$ cat src/rtl/pi_link_arbiter.sv
// pi_link_arbiter: shares the Pi serial link between ZX memory-read, IO-read and IO-write requesters and receives Pi commands.
// Optional abort of stalled transactions when LINK_TIMEOUT_EN is defined.
module pi_link_arbiter #(
  parameter int TIMEOUT_CYCLES = 4096,
  parameter int TIMEOUT_W = 13
) (
  input  logic        PI_MASTER_CLK,
  input  logic        RST_N,
  input  logic        mem_req,
  input  logic [15:0] mem_addr,
  input  logic        io_rd_req,
  input  logic        io_wr_req,
  input  logic [15:0] io_addr,
  input  logic [7:0]  io_wdata,
  output logic [2:0]  ack,
  output logic [7:0]  rdata,
  output logic        zx_wait_n,
  output logic        busy,
  output logic        cmd_valid,
  output logic [3:0]  cmd_data,
  input  logic        pi_io_clk,
  input  logic        pi_mosi,
  input  logic        pi_io_in,
  output logic        pi_io_out,
  output logic        pi_io_oe,
  output logic        pi_miso
);
  typedef enum logic [2:0] {IDLE, TX, TURN, RX, DONE, CMD_RX} state_t;
  state_t state, nxt;
  logic [2:0] clk_s, mosi_s;
  logic [1:0] io_s;
  logic [1:0] sel, gsel;
  logic [25:0] shreg, frame;
  logic [4:0] bitcnt;
  logic [7:0] rx;
  logic [3:0] cmd_sh;
  logic rise, mosi_hi, mosi_rise, mosi_fall, req_any, last, tmo;
  if (TIMEOUT_CYCLES >= 2 ** TIMEOUT_W) begin : g_width_check
    $error("TIMEOUT_W cannot hold TIMEOUT_CYCLES");
  end
  assign rise = clk_s[1] & ~clk_s[2];
  assign mosi_hi = mosi_s[1];
  assign mosi_rise = mosi_s[1] & ~mosi_s[2];
  assign mosi_fall = ~mosi_s[1] & mosi_s[2];
  assign req_any = mem_req | io_rd_req | io_wr_req;
  assign gsel = mem_req ? 2'd0 : io_rd_req ? 2'd1 : 2'd2;
  // Frames are left-aligned so the MSB is always shreg[25]; reads pad the tail.
  assign frame = (gsel == 2'd2) ? {2'b10, io_addr, io_wdata} :
                 (gsel == 2'd1) ? {2'b01, io_addr, 8'h00} : {2'b00, mem_addr, 8'h00};
  assign last = bitcnt == ((sel == 2'd2) ? 5'd25 : 5'd17);
  assign ack = (state == DONE) ? (3'b001 << sel) : 3'b000;
  assign zx_wait_n = ~req_any | (|ack);
  assign busy = state != IDLE;
  assign pi_io_out = shreg[25];
`ifdef LINK_TIMEOUT_EN
  logic [TIMEOUT_W-1:0] tcnt;
  always_ff @(posedge PI_MASTER_CLK or negedge RST_N)
    if (!RST_N) tcnt <= '0;
    else tcnt <= (state == IDLE) ? '0 : (state == TX || state == TURN || state == RX) ? tcnt + 1'b1 : tcnt;
  assign tmo = tcnt == TIMEOUT_W'(TIMEOUT_CYCLES - 1);
`else
  assign tmo = 1'b0;
`endif
  always_ff @(posedge PI_MASTER_CLK or negedge RST_N)
    if (!RST_N) state <= IDLE;
    else state <= nxt;
  always_comb begin
    nxt = state;
    case (state)
      IDLE:    nxt = mosi_hi ? CMD_RX : req_any ? TX : IDLE;
      TX:      nxt = tmo ? DONE : (rise && last) ? ((sel == 2'd2) ? DONE : TURN) : TX;
      TURN:    nxt = tmo ? DONE : mosi_rise ? RX : TURN;
      RX:      nxt = (tmo || mosi_fall) ? DONE : RX;
      DONE:    nxt = IDLE;
      CMD_RX:  nxt = mosi_fall ? IDLE : CMD_RX;
      default: nxt = IDLE;
    endcase
  end
  always_ff @(posedge PI_MASTER_CLK or negedge RST_N)
    if (!RST_N) begin
      clk_s <= '0;
      mosi_s <= '0;
      io_s <= '0;
      sel <= '0;
      shreg <= '0;
      bitcnt <= '0;
      rx <= '0;
      cmd_sh <= '0;
      rdata <= 8'h00;
      cmd_valid <= 1'b0;
      cmd_data <= '0;
      pi_io_oe <= 1'b0;
      pi_miso <= 1'b0;
    end else begin
      clk_s <= {clk_s[1:0], pi_io_clk};
      mosi_s <= {mosi_s[1:0], pi_mosi};
      io_s <= {io_s[0], pi_io_in};
      cmd_valid <= 1'b0;
      case (state)
        IDLE: begin
          bitcnt <= '0;
          if (!mosi_hi && req_any) begin
            sel <= gsel;
            shreg <= frame;
            pi_miso <= 1'b1;
            pi_io_oe <= 1'b1;
          end
        end
        TX:
          if (tmo) begin
            pi_miso <= 1'b0;
            pi_io_oe <= 1'b0;
            if (sel != 2'd2) rdata <= 8'hFF;
          end else if (rise) begin
            shreg <= {shreg[24:0], 1'b0};
            bitcnt <= bitcnt + 5'd1;
            if (last) begin
              pi_miso <= 1'b0;
              pi_io_oe <= 1'b0;
            end
          end
        TURN:
          if (tmo) rdata <= 8'hFF;
          else if (mosi_rise) bitcnt <= '0;
        RX:
          if (tmo) rdata <= 8'hFF;
          else begin
            if (rise && bitcnt < 5'd8) begin
              rx <= {rx[6:0], io_s[1]};
              bitcnt <= bitcnt + 5'd1;
            end
            if (mosi_fall) rdata <= (bitcnt == 5'd8) ? rx : 8'hFF;
          end
        CMD_RX: begin
          // Saturating at 5 is enough to tell "exactly four" from "more".
          if (rise && bitcnt < 5'd5) begin
            cmd_sh <= {cmd_sh[2:0], io_s[1]};
            bitcnt <= bitcnt + 5'd1;
          end
          if (mosi_fall && bitcnt == 5'd4) begin
            cmd_valid <= 1'b1;
            cmd_data <= cmd_sh;
          end
        end
        default: ;
      endcase
    end
endmodule

$ cat config.mk
export PLATFORM = sky130hd
export DESIGN_NAME = pi_link_arbiter
export DESIGN_NICKNAME = d
export VERILOG_FILES = /design/src/rtl/pi_link_arbiter.sv
export SDC_FILE = /design/constraint.sdc
export NUM_CORES = 1
export LEC_CHECK = 0
export ABC_AREA = 1
export CORE_ASPECT_RATIO = 0.75
export CORE_MARGIN = 3
export CORE_UTILIZATION = 52
export DETAILED_ROUTE_END_ITERATION = 7
export GPL_ROUTABILITY_DRIVEN = 0
export HOLD_SLACK_MARGIN = 0.12
export PLACE_DENSITY = 0.86
export SLEW_MARGIN = 15
export SYNTH_ARGS = -nofsm -noshare
export SYNTH_HDL_FRONTEND = slang
export SYNTH_SLANG_ARGS = --single-unit
$ cat constraint.sdc
create_clock -name PI_MASTER_CLK -period 1.54 [get_ports PI_MASTER_CLK]
set_input_delay 0.231 -clock PI_MASTER_CLK [delete_from_list [all_inputs] [get_ports PI_MASTER_CLK]]
set_output_delay 0.231 -clock PI_MASTER_CLK [all_outputs]
set_load 0.02 [all_outputs]
==> impl_summary.txt <==
----------------------------------------------------
[Yosys]
  Post-synthesis mux area share ... 0
  Largest family of logic cells by synthesized area ... simple AND/OR/NAND/NOR gates
  Mapped Nets ... 516
  Adder and majority cell fraction of the synthesized area ... 0.0103
  Simple-gate portion of the synthesized area ... 0.269
  Synthesized instance count ... 465
  Yosys warnings ... 0
  Share of the synthesized area in the top cell type ... 0.483
  Mean cell area of the mapped netlist ... 7.81 µm²
  Share of the synthesized area in compound gates (AO/OA/AOI/OAI) ... 0.134
  Most area-hungry cell type in the Yosys netlist ... sky130_fd_sc_hd__dfrtp_1
  Cell types occupying the most area after synthesis ... sky130_fd_sc_hd__dfrtp_1 (48%), sky130_fd_sc_hd__nand2_1 (15%), sky130_fd_sc_hd__o21ai_0 (7.3%), sky130_fd_sc_hd__inv_1 (6.5%), sky130_fd_sc_hd__o21ai_2 (4.3%)
  Synth Area in XOR/XNOR ... 0
  Post-synth design cell area ... 3630 µm²
  Fraction of the yosys area taken by sequential cells ... 0.483
  Number of distinct library cell variants in the gate-level netlist after synthesis ... 22
  Count of state elements after synthesis ... 70

[Clock tree]
  Number of H-tree levels ... 3
  Clock tree buffer depth ... 2
  Clock network latency to the later pin of the worst-skew pair ... 350 ps
  Clock-pin slew reported for the worst setup and hold paths after clock tree synthesis ... 70 ps
  Clock sinks ... 70
  CTS tree ... built
  Library cell used as clock root buffer ... sky130_fd_sc_hd__clkbuf_8
  CTS buffer count ... 9

[STA]
  Max_slew headroom ... 0.755
  Highest clock frequency the design can meet ... 0.647 GHz
  Shortest period the worst path allows ... 1550 ps
  Final Max Slew Viols ... 0
  Accumulated negative setup slack ... -17.7 ps
  Transition time at the pin with the least slew margin ... 367 ps
  Worst Slack Setup Final ... -6.61 ps
  Unrepaired setup endpoints after global routing ... true
  Worst Skew ... 12.1 ps
  Number of hold violations in the final report ... 0
  Final clock period utilization by the worst path ... 1.00
  Final setup viols ... 3

[Worst setup path]
  Startpoint of the most critical register-to-register path ... state[0]
  Worst EP arrival ... 1320 ps
  Bufs and invs on worst path ... 2
  CP delay by family, top ... flip-flops
  Sort of element at the start of the critical path ... flip-flop
  Critical path class ... reg2out
  Number of cell instances on the worst register-to-register path ... 8
  Largest driver fanout on the critical path ... 4
  Nature of the critical path endpoint ... primary output
  CP Data Required Time ... 1310 ps
  Max incr delay on CP ... 410 ps
  Crit Reg-Reg Endpoint ... shreg[22]
  Cells along the critical path ... inv_2 -> nand3_4 -> nor3_2 -> buf_4
  Worst R2R Setup Slack ... -7 ps
  CP max-delay cell ... sky130_fd_sc_hd__dfrtp_1

[Finish]
  Share of final-layout standard cells stronger than drive strength 1 ... 0.178
  Area occupied by multi-input gates ... 1640 µm²
  Layout overhead on the synthesized area ... 35.4%
  Post-layout net count ... 609
  Number of antenna repair diodes ... 0
  Combined flip-flop and latch cell area ... 1750 µm²
  Final standard cell area without fillers ... 4910 µm²
  Number of inserted filler cells in the final layout ... 432
  Core Util, Final ... 0.752

[Detailed routing]
  Number of remaining DRC errors ... 0
  Routed vias/inst ... 5.44
  Total Wirelength ... 9940 µm
  Residual antenna-violating net count after detailed routing ... 0
  Starting DRC count in detailed routing ... 277
  Via count ... 3,504
  Total iterations of the first detailed-routing run ... 5
  Routed length per placed instance ... 15.4 µm

[Placed design]
  Pre-CTS setup slack ... -457 ps
  Dpl cell area ... 4460 µm²
  Port bufs ... 68
  Half-perimeter wire length after detailed placement ... 5790 µm

[Status]
  Outcome ... complete, but fails checks
  Violations in the final reports ... negative setup slack

[Floorplanning]
  Num rows ... 25
  Overall die height ... 78.4 µm
  Horizontal extent of the die ... 102 µm
  Die ar. ... 8030 µm²
  Area of the core ... 6540 µm²
  Top-level port count ... 69
  Initial Utilization ... 0.555

[Hold path]
  Min-Delay Path Class ... in2reg
  Min-Delay Startpoint ... pi_io_clk
  Number of instances on the worst hold path ... 1
  Terminating pin of the worst hold path ... clk_s[0]

[GRT]
  Wire length of the first global-routing pass ... 14,000 µm
  GRT overflow ... 0
  Pin count of the biggest net entering global routing ... 71
  Vias in the first global route ... 3,038
  Antenna violations before repair ... 0
  Overall track demand over capacity in global routing ... 0.221

[Pwr]
  Peak ir drop on the vdd network ... 817 µV
  Leakage ... 2.55 nW
  Power density relative to cell area ... 1540 nW/µm²

[Flow run]
  Count of max-cap constraint violations ... 0

----------------------------------------------------
## worst max-delay path by stage
stage,from,end,slack [ps],cells after the start
detailed placement,mem_req,zx_wait_n,-460,5
global route,bitcnt[4],rx[0],-100,6
finish,state[1],ack[0],-7,4
global placement,mem_req,zx_wait_n,-420,5
floorplan,state[2],shreg[21],50,8
CTS,state[1],ack[1],0.3,4
## layer usage
metal / global-route usage / share of wire / vias up
met5: 0 / 0 / -
met4: 0.0682 / 0.027 / 0
met3: 0.0497 / 0.061 / 31
met2: 0.362 / 0.50 / 144
met1: 0.291 / 0.41 / 1678
li1: - / - / 1651
## where the power goes
group	switching (mW)	leakage (nW)	internal (mW)	total [mW]
sequential	0.261	0.921	2.26	2.52
clock	0.699	0.108	0.949	1.65
combinational	2.07	1.52	1.31	3.38
## stage by stage
step	power [mW]	hold WS, ps	instances
floorplan	4.45	-64.6	465
global placement	5.17	280	618
detailed placement	5.30	288	618
CTS	7.01	315	636
global route	7.99	311	644
finish	7.54	322	644
## cell type report
type                       count  area share
clock buffer                  10      0.0280
clock inverter                 6      0.0173
inverter                      67      0.0532
multi-input combinational    314       0.334
sequential                    70       0.357
tap                           81      0.0206
timing repair buffer          96       0.190
## Yosys cell counts, drive strengths merged
cell type,count
a21oi,11
buf,11
clkbuf,6
dfrtp,70
ha,3
inv,67
nand2,149
nand3,30
nand4,4
nor2,37
nor3,5
o211ai,1
o21ai,71
## cell families after synthesis
family / after synthesis
AO/OA/AOI/OAI: 83
AND/OR/NAND/NOR: 225
buffers and inverters: 84
adder cells (fa/ha/maj): 3
flip-flops: 70
## cell usage in the layout, fill, tap and decap left out, drive strengths merged
cell / n
buf: 33
dlygate4sd3: 1
dfrtp: 70
a21oi: 11
ha: 3
nand4: 4
o21ai: 71
clkdlybuf4s50: 46
clkinv: 2
dlymetal6s2s: 4
nor2: 37
dlygate4sd2: 12
nand2: 152
bufinv: 2
nand3: 30
nor3: 5
inv: 67
o211ai: 1
clkinvlp: 2
clkbuf: 10
## flip-flops by register name, summed over array words and instances (netlist names)
name,cells
bitcnt,5
rx,8
io_s,2
cmd_sh,4
sel,2
pi_miso,1
cmd_data,4
mosi_s,3
cmd_valid,1
state,3
clk_s,3
shreg,26
rdata,8
## repair_timing
item                                    in CTS  in global routing
endpoints found under the setup margin      24                 60
setup buffers                                1                  5
resized for setup                           45                 33
gates cloned                                 0                  3
pin swaps                                    0                  5
hold endpoints to repair                    70                  0
hold buffers                                 1                  0
Power figures use the tool's default switching activity.
